File: config.mk
export PLATFORM = sky130hd
export DESIGN_NAME = dram_ctrl
export DESIGN_NICKNAME = d
export VERILOG_FILES = /design/src/rtl/dram_ctrl_pkg.sv /design/src/rtl/dram_cmd_timer.sv /design/src/rtl/dram_ctrl.sv
export SDC_FILE = /design/constraint.sdc
export NUM_CORES = 1
export LEC_CHECK = 0
export ABC_CLOCK_PERIOD_IN_PS = 2410
export BUFFER_PORTS_ARGS = -buffer_cell sky130_fd_sc_hd__clkbuf_2
export CAP_MARGIN = 20
export CORE_UTILIZATION = 49
export CTS_BUF_LIST = sky130_fd_sc_hd__clkbuf_8
export DETAILED_ROUTE_END_ITERATION = 6
export GPL_TIMING_DRIVEN = 1
export PLACE_DENSITY = 0.89
export SYNTH_ARGS = -nofsm -noshare
export SYNTH_HDL_FRONTEND = slang
export SYNTH_HIERARCHICAL = 1
export SYNTH_SLANG_ARGS = --single-unit
File: constraint.sdc
create_clock -name dram_clk -period 2.41 [get_ports dram_clk]
set_clock_uncertainty 0.2 [all_clocks]
set_input_delay 0.3615 -clock dram_clk [delete_from_list [all_inputs] [get_ports dram_clk]]
set_output_delay 0.3615 -clock dram_clk [all_outputs]
set_load 0.02 [all_outputs]
File: src/rtl/dram_ctrl_pkg.sv
// Shared types and pin encodings for the DRAM command controller.
package dram_ctrl_pkg;

    localparam int unsigned ROW_W = 11;
    localparam int unsigned COL_W = 10;

    typedef enum logic [2:0] {
        StIdle,
        StPre,
        StPreWait,
        StAct,
        StActWait,
        StCol,
        StRdWait,
        StWrWait
    } state_e;

    typedef struct packed {
        logic       csn;
        logic       rasn;
        logic       casn;
        logic [3:0] wen;
    } cmd_t;

    localparam cmd_t CMD_NOP  = '{csn: 1'b1, rasn: 1'b1, casn: 1'b1, wen: 4'hF};
    localparam cmd_t CMD_ACT  = '{csn: 1'b0, rasn: 1'b0, casn: 1'b1, wen: 4'hF};
    localparam cmd_t CMD_PRE  = '{csn: 1'b0, rasn: 1'b0, casn: 1'b1, wen: 4'h0};
    localparam cmd_t CMD_READ = '{csn: 1'b0, rasn: 1'b1, casn: 1'b0, wen: 4'hF};

    function automatic cmd_t cmd_write(input logic [3:0] wstrb);
        return '{csn: 1'b0, rasn: 1'b1, casn: 1'b0, wen: ~wstrb};
    endfunction

endpackage

File: src/rtl/dram_cmd_timer.sv
// Loadable down-counter; done is high in the last cycle of a loaded interval.
module dram_cmd_timer #(
    parameter int unsigned CntW = 3
) (
    input  logic            clk_i,
    input  logic            rst_i,
    input  logic            load_i,
    input  logic [CntW-1:0] load_val_i,
    output logic            done_o
);

    logic [CntW-1:0] cnt_q, cnt_d;

    always_comb begin
        cnt_d = cnt_q;
        if (load_i) begin
            cnt_d = load_val_i;
        end else if (cnt_q != '0) begin
            cnt_d = cnt_q - 1'b1;
        end
    end

    always_ff @(posedge clk_i) begin
        if (rst_i) begin
            cnt_q <= '0;
        end else begin
            cnt_q <= cnt_d;
        end
    end

    // The load cycle itself counts, so an interval of N ends when the count reaches 1.
    assign done_o = (cnt_q <= CntW'(1));

endmodule

File: src/rtl/dram_ctrl.sv
// Open-row DRAM command controller: single-beat requests to ACT/PRE/READ/WRITE pin sequences.
module dram_ctrl
    import dram_ctrl_pkg::*;
#(
    parameter int unsigned ADDR_W = 21,
    parameter int unsigned T_RCD  = 5,
    parameter int unsigned T_RP   = 5,
    parameter int unsigned T_WR   = 3
) (
    input  logic              dram_clk,
    input  logic              dram_rst,
    input  logic              req_valid,
    output logic              req_ready,
    input  logic              req_write,
    input  logic [ADDR_W-1:0] req_addr,
    input  logic [3:0]        req_wstrb,
    input  logic [31:0]       req_wdata,
    output logic              rd_valid,
    output logic [31:0]       rd_data,
    output logic              wr_done,
    output logic              DRAM_CSn,
    output logic              DRAM_RASn,
    output logic              DRAM_CASn,
    output logic [3:0]        DRAM_WEn,
    output logic [10:0]       DRAM_A,
    output logic [31:0]       DRAM_D,
    input  logic [31:0]       DRAM_Q,
    input  logic              DRAM_VALID
);

    localparam int unsigned TMax = (T_RCD > T_RP) ? ((T_RCD > T_WR) ? T_RCD : T_WR)
                                                  : ((T_RP > T_WR) ? T_RP : T_WR);
    localparam int unsigned CntW = $clog2(TMax + 1);

    state_e              state_q, state_d;
    logic                wr_q, wr_d;
    logic [ADDR_W-1:0]   addr_q, addr_d;
    logic [3:0]          wstrb_q, wstrb_d;
    logic [31:0]         wdata_q, wdata_d;
    logic                row_open_q, row_open_d;
    logic [ROW_W-1:0]    open_row_q, open_row_d;
    cmd_t                cmd_q, cmd_d;
    logic [10:0]         a_q, a_d;
    logic [31:0]         d_q, d_d;
    logic                rd_valid_q, rd_valid_d;
    logic [31:0]         rd_data_q, rd_data_d;
    logic                wr_done_q, wr_done_d;
    logic                ready_q, ready_d;

    logic                tmr_load, tmr_done;
    logic [CntW-1:0]     tmr_val;
    logic                go_pre, go_act, go_col;

    logic                cur_write;
    logic [ADDR_W-1:0]   cur_addr;
    logic [3:0]          cur_wstrb;
    logic [31:0]         cur_wdata;
    logic [ROW_W-1:0]    cur_row;
    logic [COL_W-1:0]    cur_col;

    dram_cmd_timer #(
        .CntW (CntW)
    ) u_timer (
        .clk_i      (dram_clk),
        .rst_i      (dram_rst),
        .load_i     (tmr_load),
        .load_val_i (tmr_val),
        .done_o     (tmr_done)
    );

    // In the acceptance cycle the command is built from the live request, not the latch.
    always_comb begin
        cur_write = (state_q == StIdle) ? req_write : wr_q;
        cur_addr  = (state_q == StIdle) ? req_addr  : addr_q;
        cur_wstrb = (state_q == StIdle) ? req_wstrb : wstrb_q;
        cur_wdata = (state_q == StIdle) ? req_wdata : wdata_q;
        cur_row   = cur_addr[COL_W +: ROW_W];
        cur_col   = cur_addr[COL_W-1:0];
    end

    always_comb begin
        state_d    = state_q;
        wr_d       = wr_q;
        addr_d     = addr_q;
        wstrb_d    = wstrb_q;
        wdata_d    = wdata_q;
        row_open_d = row_open_q;
        open_row_d = open_row_q;
        cmd_d      = CMD_NOP;
        a_d        = a_q;
        d_d        = d_q;
        rd_valid_d = 1'b0;
        rd_data_d  = rd_data_q;
        wr_done_d  = 1'b0;
        tmr_load   = 1'b0;
        tmr_val    = '0;
        go_pre     = 1'b0;
        go_act     = 1'b0;
        go_col     = 1'b0;

        unique case (state_q)
            StIdle: begin
                if (req_valid && ready_q) begin
                    wr_d    = req_write;
                    addr_d  = req_addr;
                    wstrb_d = req_wstrb;
                    wdata_d = req_wdata;
                    if (row_open_q && (open_row_q == cur_row)) begin
                        go_col = 1'b1;
                    end else if (row_open_q) begin
                        go_pre = 1'b1;
                    end else begin
                        go_act = 1'b1;
                    end
                end
            end
            StPre, StPreWait: begin
                if (tmr_done) go_act = 1'b1;
                else          state_d = StPreWait;
            end
            StAct, StActWait: begin
                if (tmr_done) go_col = 1'b1;
                else          state_d = StActWait;
            end
            StCol, StWrWait: begin
                if (!wr_q) begin
                    state_d = StRdWait;
                end else if (tmr_done) begin
                    state_d   = StIdle;
                    wr_done_d = 1'b1;
                end else begin
                    state_d = StWrWait;
                end
            end
            StRdWait: begin
                if (DRAM_VALID) begin
                    state_d    = StIdle;
                    rd_data_d  = DRAM_Q;
                    rd_valid_d = 1'b1;
                end
            end
            default: state_d = StIdle;
        endcase

        if (go_pre) begin
            state_d    = StPre;
            cmd_d      = CMD_PRE;
            row_open_d = 1'b0;
            tmr_load   = 1'b1;
            tmr_val    = CntW'(T_RP);
        end
        if (go_act) begin
            state_d    = StAct;
            cmd_d      = CMD_ACT;
            a_d        = cur_row;
            row_open_d = 1'b1;
            open_row_d = cur_row;
            tmr_load   = 1'b1;
            tmr_val    = CntW'(T_RCD);
        end
        if (go_col) begin
            state_d  = StCol;
            a_d      = {1'b0, cur_col};
            tmr_load = 1'b1;
            tmr_val  = CntW'(T_WR);
            if (cur_write) begin
                cmd_d = cmd_write(cur_wstrb);
                d_d   = cur_wdata;
            end else begin
                cmd_d = CMD_READ;
            end
        end

        ready_d = (state_d == StIdle);
    end

    always_ff @(posedge dram_clk) begin
        if (dram_rst) begin
            state_q    <= StIdle;
            wr_q       <= 1'b0;
            addr_q     <= '0;
            wstrb_q    <= '0;
            wdata_q    <= '0;
            row_open_q <= 1'b0;
            open_row_q <= '0;
            cmd_q      <= CMD_NOP;
            a_q        <= '0;
            d_q        <= '0;
            rd_valid_q <= 1'b0;
            rd_data_q  <= '0;
            wr_done_q  <= 1'b0;
            ready_q    <= 1'b1;
        end else begin
            state_q    <= state_d;
            wr_q       <= wr_d;
            addr_q     <= addr_d;
            wstrb_q    <= wstrb_d;
            wdata_q    <= wdata_d;
            row_open_q <= row_open_d;
            open_row_q <= open_row_d;
            cmd_q      <= cmd_d;
            a_q        <= a_d;
            d_q        <= d_d;
            rd_valid_q <= rd_valid_d;
            rd_data_q  <= rd_data_d;
            wr_done_q  <= wr_done_d;
            ready_q    <= ready_d;
        end
    end

    assign req_ready = ready_q;
    assign rd_valid  = rd_valid_q;
    assign rd_data   = rd_data_q;
    assign wr_done   = wr_done_q;
    assign DRAM_CSn  = cmd_q.csn;
    assign DRAM_RASn = cmd_q.rasn;
    assign DRAM_CASn = cmd_q.casn;
    assign DRAM_WEn  = cmd_q.wen;
    assign DRAM_A    = a_q;
    assign DRAM_D    = d_q;

endmodule

**Word level (Yosys, flattened, before mapping)**

Index checks and enable logic that the tools add are counted.

- $lt $le $gt $ge: 1
- Bitwise operators: 4
- Reductions and logical operators: 17
- Mux-type cells: 42
- Add/subtract/negate cells: 1
- Equal/unequal tests: 8

Operators by type and width:

| kind | count |
|---|---|
| 3-bit 2-to-1 mux | 13 |
| 32-bit 2-to-1 mux | 1 |
| 21-bit 2-to-1 mux | 1 |
| 7-bit 2-to-1 mux | 3 |
| 10-bit 2-to-1 mux | 2 |
| 1-bit 2-to-1 mux | 17 |
| 3-bit equality test (second input constant) | 4 |
| 3-bit one-hot mux with 4 select lines | 1 |
| 11-bit equality test | 1 |
| 2-bit OR reduction | 5 |
| 4-bit 2-to-1 mux | 2 |
| 3-bit by 2-bit equality test with 1-bit output (second input constant) | 2 |
| 3-bit zero test | 2 |
| 2-bit AND reduction | 3 |
| 2-bit nonzero test | 3 |
| 4-bit inverter | 1 |
| 1-bit one-hot mux with 2 select lines | 2 |
| 3-bit by 1-bit equality test with 1-bit output (second input constant) | 1 |
| 3-bit by 1-bit <= comparator with 1-bit output (second input constant) | 1 |
| 1-bit inverter | 3 |
| 3-bit nonzero test | 1 |
| 3-bit OR reduction | 1 |
| 3-bit by 1-bit subtractor with 3-bit output (second input constant) | 1 |
| 1-bit logical AND | 2 |

- Input port bits: 94
- Output and inout bits: 85
- Word-level logic and storage cells: 92
- Register bits after elaboration: 161

**Depth between registers and ports, before layout**

Gate-level depths: netlist (run 1).

- Depth after elaboration: 11
- Depth in mapped cells: 12
- Depth with buffers taken out: 10

**Hierarchy**

The synthesis (run 1) kept the hierarchy.

Modules (own cells, without submodules):

| module | sequential area each (um2) | cells an instance | instances | area each (um2) |
|---|---|---|---|---|
| dram_ctrl | 3,163.0 | 874 | 1 | 6,585.1 |
| dram_cmd_timer | 60.1 | 24 | 1 | 229.0 |

**Worst setup path before layout (run 1)**

No wires, ideal clock.

- Path type: flip-flop to flip-flop
- From: reg state_q[2]
- To: reg u_timer.cnt_q[1]
- Cell stages (with the launch flop): 12
- Data required time: 2,098 ps
- Path slack: -251 ps
- Path buffers: 3
- Data arrival time: 2,348 ps
- Cell sequence: dfxtp_1 > buf_2 > nor3_1 > buf_2 > mux2i_1 > xnor2_1 > nor4_4 > a31oi_1 > buf_2 > inv_1 > nor2b_1 > a2111oi_1

- Elaborated cells between the ends (all ways): 26

RTL lines:

| what | line | RTL |
|---|---|---|
| from (decl) | dram_ctrl.sv:35 | `state_e state_q, state_d;` |
| from (signal assigned) | dram_ctrl.sv:179 | `state_q <= StIdle;` |
| from (signal assigned) | dram_ctrl.sv:194 | `state_q <= state_d;` |
| 3-bit zero test | dram_ctrl.sv:74, dram_ctrl.sv:101 |  |
| 21-bit 2-to-1 mux | dram_ctrl.sv:74 | `cur_addr = (state_q == StIdle) ? req_addr : addr_q;` |
| 11-bit equality test | dram_ctrl.sv:108 | `if (row_open_q && (open_row_q == cur_row)) begin` |
| 1-bit logical AND | dram_ctrl.sv:108 |  |
| 1-bit 2-to-1 mux | dram_ctrl.sv:108 |  |
| 1-bit 2-to-1 mux | dram_ctrl.sv:103 | `if (req_valid && ready_q) begin` |
| 1-bit one-hot mux with 2 select lines * | dram_ctrl.sv:101 | `unique case (state_q)` |
| named net go_col | dram_ctrl.sv:52 | `logic go_pre, go_act, go_col;` |
| 3-bit 2-to-1 mux / 1-bit 2-to-1 mux (equally long branches) | dram_ctrl.sv:161 | `if (go_col) begin` |
| 3-bit 2-to-1 mux / 2-bit nonzero test (equally long branches) | - |  |
| to (signal assigned) | dram_cmd_timer.sv:27 | `cnt_q <= cnt_d;` |
| to (decl) | dram_cmd_timer.sv:12 | `logic [CntW-1:0] cnt_q, cnt_d;` |

Mark *: on every way through the listed nets, which the timed path passes. The rest lies on a longest branch.
A chain may end at the register's enable or synchronous reset.

**Worst setup path after layout (run 1)**

- From: reg state_q[1]
- To: reg a_q[4] (netlist: DRAM_A[4])

- Longest elaborated chain between the ends: 8
- Elaborated cells between the ends (all ways): 19

Ends and longest elaborated chain:

| what | line | RTL |
|---|---|---|
| 3-bit zero test | dram_ctrl.sv:74, dram_ctrl.sv:101 |  |
| 21-bit 2-to-1 mux | dram_ctrl.sv:74 |  |
| 11-bit equality test | dram_ctrl.sv:108 |  |
| 1-bit logical AND | dram_ctrl.sv:108 |  |
| 1-bit 2-to-1 mux | dram_ctrl.sv:108 |  |
| 1-bit 2-to-1 mux | dram_ctrl.sv:103 |  |
| 1-bit one-hot mux with 2 select lines | dram_ctrl.sv:101 |  |
| 10-bit 2-to-1 mux / 2-bit nonzero test (equally long branches) | - |  |
| to (signal assigned) | dram_ctrl.sv:187 | `a_q <= '0;` |
| to (signal assigned) | dram_ctrl.sv:202 | `a_q <= a_d;` |
| to (decl) | dram_ctrl.sv:43 | `logic [10:0] a_q, a_d;` |

Parallel ways exist; a longest one is shown, timed or not. The select of a mux whose other input is x is not followed.

==> results of run 1 <==
## registers in the layout, indices dropped and copies added, names as in the netlist
| register | cells |
|---|---|
| wstrb_q | 4 |
| wr_q | 1 |
| u_timer/cnt_q | 3 |
| rd_data | 32 |
| open_row_q | 11 |
| DRAM_CSn | 1 |
| state_q | 3 |
| DRAM_CASn | 1 |
| DRAM_RASn | 1 |
| addr_q | 21 |
| wr_done | 1 |
| DRAM_A | 11 |
| row_open_q | 1 |
| rd_valid | 1 |
| DRAM_WEn | 4 |
| DRAM_D | 32 |
| req_ready | 1 |
| wdata_q | 32 |
## what timing repair did
action | in CTS | in global routing
endpoints found under the hold margin | 88 | 0
endpoints found under the setup margin | 87 | 71
setup buffers | 4 | 3
hold buffers | 87 | 0
gates resized for setup | 21 | 33
cloned | 1 | 0
pin swaps | 9 | 7
## kinds of logic (layout without fill, tap and decap cells)
logic type | count (synthesis) | after routing | synth area share (%)
compound gates | 242 | 242 | 21.3
xor+xnor | 8 | 8 | 1.03
fa+ha+maj | 3 | 3 | 0.551
buf+inv | 79 | 358 | 4.63
flops | 161 | 161 | 47.3
mux | 7 | 7 | 1.03
simple gates | 398 | 398 | 24.1
## layer usage
metal | vias to the layer above | part of all wire (%) | global-route usage, %
met3 | 108 | 8.6 | 7.60
met5 | - | 0 | 0
met2 | 420 | 48 | 50.5
met4 | 0 | 5.0 | 16.6
met1 | 3484 | 38 | 35.5
li1 | 3501 | - | -
## placed cells by master (no fill, tap or decap), drive strengths merged, types with 3 or more instances in the layout
master,count
a2111oi,4
a21o,43
a21oi,157
a221oi,3
a31oi,14
and2,3
buf,49
bufinv,4
clkbuf,197
clkinv,3
dfxtp,161
dlygate4sd3,87
ha,3
inv,16
mux2i,7
nand2,325
nand3,11
nor2,26
nor2b,12
nor3,5
o21ai,8
xnor2,6
## worst max path at each step
stage | slack, ns | cells after the start | start | end
after floorplan | -0.03 | 11 | state_q[1] | u_timer/cnt_q[1]
after global placement | -0.17 | 9 | state_q[1] | DRAM_WEn[3]
after detailed placement | -0.24 | 9 | state_q[1] | DRAM_D[7]
after CTS | -0.13 | 10 | state_q[1] | u_timer/cnt_q[1]
after global routing | -0.41 | 10 | state_q[1] | DRAM_A[4]
final | -0.27 | 10 | state_q[1] | DRAM_A[4]
## worst max-delay path, delay by kind of cell (launching register included)
family / cells / cell delay, ns
simple gates: 2 / 0.59
buf+inv: 3 / 0.54
compound gates: 3 / 0.46
flops: 1 / 0.37
mux: 1 / 0.27
xor+xnor: 1 / 0.11
## stage by stage
| stage | instance area [um^2] | setup TNS [ns] | setup WS, ns | std cells |
|---|---|---|---|---|
| after floorplan | 6860 | -0.0260 | -0.0260 | 898 |
| after global placement | 8070 | -4.51 | -0.173 | 1226 |
| after detailed placement | 8070 | -8.54 | -0.243 | 1226 |
| after CTS | 9500 | -3.91 | -0.128 | 1350 |
| after global routing | 9650 | -14.18 | -0.407 | 1353 |
| final | 9650 | -9.46 | -0.270 | 1353 |
## cell type report
class	count	area [um^2]
fill	931	3750
timing repair buffer	313	2220
multi-input combinational	658	3480
clock buffer	20	275
sequential	161	3230
clock inverter	12	179
inverter	13	48.8
tap	176	220
## power by group
group          total, mW  internal [mW]  switching, mW
logic               4.24           1.69           2.56
clock network       2.25           1.22           1.03
registers           3.47           3.11          0.353
total               9.96           6.01           3.94
==> metrics.md, run 1 <==
| Metric | Value |
|---|---|
| Status | `finished, violations left` |
| Failing checks | `negative setup slack` |
| Max-cap viol count | `0` |
| IO Port Bufs | `178` |
| Sequential fraction of the synthesis area | `47.3%` |
| Critical path capture point type | `flop` |
| Slew HR | `55.8%` |
| Worst-path fanout max | `20` |
| Clock-pin slew on the worst setup and hold paths | `0.09 ns` |
| Syn avg cell area | `7.59 um^2` |
| Slew Limit Fails | `0` |
| CP Launch Type | `flop` |
| Max VDD drop | `0.596 mV` |
| TritonCTS clock tree | `built` |
| Largest net degree at the start of global routing | `59` |
| Core box area | `13400 um^2` |
| Most frequent cell after synthesis | `nand2_1` |
| Antenna violations before repair | `0` |
| RD Place Congestion | `0.858` |
| Total clock sinks | `161` |
| Later-pin clock latency in the skew report | `0.46 ns` |
| #FFs+latches synth | `161` |
| Leakage power | `3.92 nW` |
| Syn Nets | `995` |
| Root Driver | `clkbuf_8` |
| Hold path endpoint | `wr_q` |
| R2r worst-path depth | `10` |
| Final core occ | `72.0%` |
| Final setup vio count | `59` |
| Total gr overflow | `0` |
| Peak Freq | `373 MHz` |
| Worst slew pin tran | `0.662 ns` |
| Residual DRC | `0` |
| Tot GR Track Use | `30.3%` |
| Via count | `7513` |
| Leading register cell type out of synthesis | `dfxtp_1` |
| Netlist cell types | `51` |
| Top cells by count, synth | `nand2_1 (325), dfxtp_1 (161), a21oi_1 (157)` |
| Worst EP required | `2.53 ns` |
| H-tree lvl count | `4` |
| Crit path kind | `flop to flop` |
| Die span in y | `120 um` |
| Fin crit period | `2.68 ns` |
| Setup ws final | `-0.270 ns` |
| I/O pin count | `179` |
| Number of global-route vias before repair | `7178` |
| DP Wirelength | `12500 um` |
| Clock Path Buffers | `2` |
| Hold Path Depth | `3` |
| # rows | `42` |
| Worst path max stage delay | `0.37 ns` |
| Drt pass-1 iters | `6` |
| Hold path start | `req_write` |
| Fin crit share | `111%` |
| Final wirelength | `22200 um` |
| Mapped cell area | `6810 um^2` |
| RSZ-0062 raised after global routing | `true` |
| Pwr Total | `9.96 mW` |
| RR Endpoint | `DRAM_A[4]` |
| Crit path cell chain | `nor3_4, buf_6, mux2i_4, xnor2_2, nor4_4, buf_4, a31oi_2, buf_12, a31oi_1, a21oi_1` |
| Die width | `120 um` |
| Wire per inst | `16.4 um` |
| Hold slack | `0.0349 ns` |
| Reg2Reg Launch Point | `state_q[1]` |
| Critical Path AT | `2.80 ns` |
| First-pass GRT wire length | `34400 um` |
| Total CTS buffers | `17` |
| Initial Util | `50.8%` |
| Die area | `14400 um^2` |
| Synthesized instance count | `898` |
| Post-route ant nets | `0` |
| Ys Warns | `6` |
| Yosys top cell by area | `dfxtp_1` |
| Synth top area cells | `dfxtp_1 (47%), nand2_1 (18%), a21oi_1 (12%)` |
| Final Hold Fails | `0` |
| Hold Crit Class | `primary input to flop` |
| Worst path slowest cell | `dfxtp_4` |
| Layout area overhead | `41.7%` |
| EDFF count, synth | `0` |
| Share of cells above drive strength 1 | `26.4%` |
| # diodes | `0` |
| Post-synth top area share | `47.3%` |
| Nets | `1261` |
| Async S/R FF share, synth | `0%` |
| Reg2Reg Setup Slack | `-0.27 ns` |
| Vias per cell | `5.55` |
| Starting DRC count in detailed routing | `771` |
| Pwr Density | `1030 nW/um^2` |
Note: power is estimated with default switching activity, not from simulation.
==> run 2, diff against run 1 <==
--- a/config.mk
+++ b/config.mk
@@ -8,11 +8,12 @@
 export ABC_CLOCK_PERIOD_IN_PS = 2410
 export BUFFER_PORTS_ARGS = -buffer_cell sky130_fd_sc_hd__clkbuf_2
 export CAP_MARGIN = 20
-export CORE_UTILIZATION = 49
+export CORE_UTILIZATION = 35
 export CTS_BUF_LIST = sky130_fd_sc_hd__clkbuf_8
 export DETAILED_ROUTE_END_ITERATION = 6
 export GPL_TIMING_DRIVEN = 1
-export PLACE_DENSITY = 0.89
+export PLACE_DENSITY = 0.7
+export RECOVER_POWER = 50
 export SYNTH_ARGS = -nofsm -noshare
 export SYNTH_HDL_FRONTEND = slang
 export SYNTH_HIERARCHICAL = 1
==> run 2 against run 1 <==
Effect of this change: the run still ends with negative setup slack left; flip-flop and latch count unchanged; largest power group unchanged; setup slack worse by 0.048 ns; highest routed layer unchanged; non-clock buffer count up 16.
==> metrics.md, run 2 (synthesis gave the netlist of run 1 again) <==
| Metric | Value |
|---|---|
| Status | `finished, violations left` |
| Failing checks | `negative setup slack` |
| Leakage power | `3.80 nW (-3.0%)` |
| Clock power share | `21.2% (-1.4 points)` |
| Worst slew pin tran | `0.792 ns (+0.130 ns)` |
| Core box area | `18900 um^2 (+41%)` |
| RD Place Congestion | `0.842 (-1.8%)` |
| H-tree lvl count | `4 (unchanged)` |
| Total CTS buffers | `17 (unchanged)` |
| Met3 Track Usage GR | `5.91% (-1.7 points)` |
| Worst path slowest cell | `dfxtp_1` |
| RSZ-0062 raised after global routing | `true` |
| Pre-CTS WS | `-0.269 ns (-0.0266 ns)` |
| CP most frequent cell | `buf_4` |
| Setup ws final | `-0.319 ns (-0.0482 ns)` |
| Register area | `3230 um^2 (about the same)` |
| Max VDD drop | `0.472 mV (-21%)` |
| Antenna violations before repair | `0 (unchanged)` |
| Clock-pin slew on the worst setup and hold paths | `0.09 ns (about the same)` |
| TritonCTS clock tree | `built` |
| Fillers | `1762 (+89%)` |
| # rows | `50 (+19%)` |
| Hold Crit Class | `primary input to flop` |
| Fin crit period | `2.73 ns (+0.0482 ns)` |
| Multi-input gate area | `3720 um^2 (+6.9%)` |
| Setup TNS | `-12.90 ns (-3.43 ns)` |
| Critical Path AT | `2.92 ns (+0.12 ns)` |
| Critical path capture point type | `flop` |
| GRT met2 Usage | `36.1% (-14 points)` |
| Share of cells above drive strength 1 | `23.0% (-3.5 points)` |
| Post-route ant nets | `0 (unchanged)` |
| DP Wirelength | `12600 um (+0.78%)` |
| Most Used Layer, Global Route | `met2` |
| Global routing met1 resource utilization | `27.5% (-8.1 points)` |
| Starting DRC count in detailed routing | `573 (-26%)` |
| Most frequent cells in the layout | `nand2_1 (307), dfxtp_1 (159), a21oi_1 (130)` |
| Crit path cell chain | `nor3_4, buf_4, buf_6, mux2i_4, a22o_1, nor4_4, buf_4, a31oi_4, buf_4, buf_12, a21o_1, a21oi_2` |
| Pwr Density | `1000 nW/um^2 (-2.9%)` |
| Final Hold Fails | `0 (unchanged)` |
| Pwr Total | `10.1 mW (+1.7%)` |
| Peak Freq | `366 MHz (-1.8%)` |
| Layout area overhead | `48.4%` |
| Commonest non-fill, non-tap cell in the layout | `nand2_1` |
| Psw | `4.03 mW (+2.4%)` |
| Clock Path Buffers | `2 (unchanged)` |
| Max-cap viol count | `0 (unchanged)` |
| Initial Util | `36.1% (-15 points)` |
| Slew Limit Fails | `0 (unchanged)` |
| IO Port Bufs | `178 (unchanged)` |
| Residual DRC | `0 (unchanged)` |
| Final wirelength | `22300 um (+0.36%)` |
| First-pass GRT wire length | `34500 um (about the same)` |
| Worst-path fanout max | `8 (-60%)` |
| Vias per cell | `5.00 (-10%)` |
| Via count | `7259 (-3.4%)` |
| Worst path max stage delay | `0.39 ns (+0.02 ns)` |
| Die span in y | `142 um (+18%)` |
| Sw Share | `39.8% (+0.24 points)` |
| Wire per inst | `15.4 um (-6.5%)` |
| Final setup vio count | `54 (-8.5%)` |
| # diodes | `0 (unchanged)` |
| Root Driver | `clkbuf_8` |
| Slew HR | `47.2% (-8.7 points)` |
| Total gr overflow | `0 (unchanged)` |
| Fin crit share | `113% (+2.0 points)` |
| Die width | `142 um (+18%)` |
| Drt pass-1 iters | `5 (-1)` |
| Internal | `6.10 mW (+1.3%)` |
| Largest net degree at the start of global routing | `62 (+5.1%)` |
| Worst EP required | `2.60 ns (+0.07 ns)` |
| Number of global-route vias before repair | `6895 (-3.9%)` |
| Logic pwr share | `44.8% (+2.2 points)` |
| Total clock sinks | `161 (unchanged)` |
| Seq pwr share | `34.1% (-0.7 points)` |
| I/O pin count | `179 (unchanged)` |
| Tot GR Track Use | `21.9% (-8.4 points)` |
| Die area | `20000 um^2 (+39%)` |
| CP Launch Type | `flop` |
| Later-pin clock latency in the skew report | `0.46 ns (about the same)` |
| Crit path kind | `flop to flop` |
| Nets | `1277 (+1.3%)` |
[run 2: final cells by class]
class | instances | share of cell area [%]
inverters | 13 | 0.507
repair buffers | 329 | 23.3
well taps | 260 | 3.22
flip-flops and latches | 161 | 31.9
clock buffers | 20 | 2.72
multi-input cells | 658 | 36.8
clock inverters | 12 | 1.55
[run 2: what timing repair did]
action                                 in CTS  in global routing
endpoints found under the hold margin      92                  0
hold buffers                               86                  0
pin swaps                                  22                 38
gates resized for setup                    49                 86
cloned                                      6                  3
buffers inserted                           17                  4
setup endpoints to repair                  85                 95
[run 2: power groups by stage]
stage               Sequential (mW)  Clock, mW  Combinational [mW]
global placement               3.46          0                3.65
detailed placement             3.47          0                3.68
global route                   3.50       2.31                4.91
finish                         3.45       2.14                4.54
CTS                            3.43       2.20                4.35
floorplan                      3.57          0                2.38
[run 2: final timing paths]
kind | from | endpoint | slack (ns) | cells past startpoint
worst max-delay path | state_q[0] | DRAM_D[30] | -0.32 | 12
worst min-delay path | req_write | wr_q | 0.06 | 3
worst max register to register | state_q[0] | DRAM_D[30] | -0.32 | 12
worst min register to register | wstrb_q[2] | wstrb_q[2] | 0.26 | 2
[run 2: through the flow]
step / hold slack (ns) / cell area [um^2] / utilization [%] / std cells
2_1_floorplan: 0.229 / 6860 / - / 898
3_3_place_gp: 0.239 / 8160 / 43.2 / 1313
3_5_place_dp: 0.247 / 8160 / 43.2 / 1313
4_1_cts: 0.0135 / 9860 / 52.2 / 1452
5_1_grt: 0.0424 / 10100 / 53.5 / 1453
6_report: 0.0605 / 10100 / 53.5 / 1453
[run 2: layer usage]
metal | wire (um) | vias to the layer above
met5 | 0 | -
met4 | 372 | 0
met3 | 1570 | 32
met2 | 10800 | 260
met1 | 9570 | 3426
li1 | - | 3541
[run 2: critical path, delay by kind of cell, from the launching register on]
family | cells | cell delay [ns]
AND/OR/NAND/NOR | 2 | 0.41
flip-flops | 1 | 0.39
buffers and inverters | 5 | 0.79
multiplexers | 1 | 0.18
AO/OA/AOI/OAI | 4 | 0.68
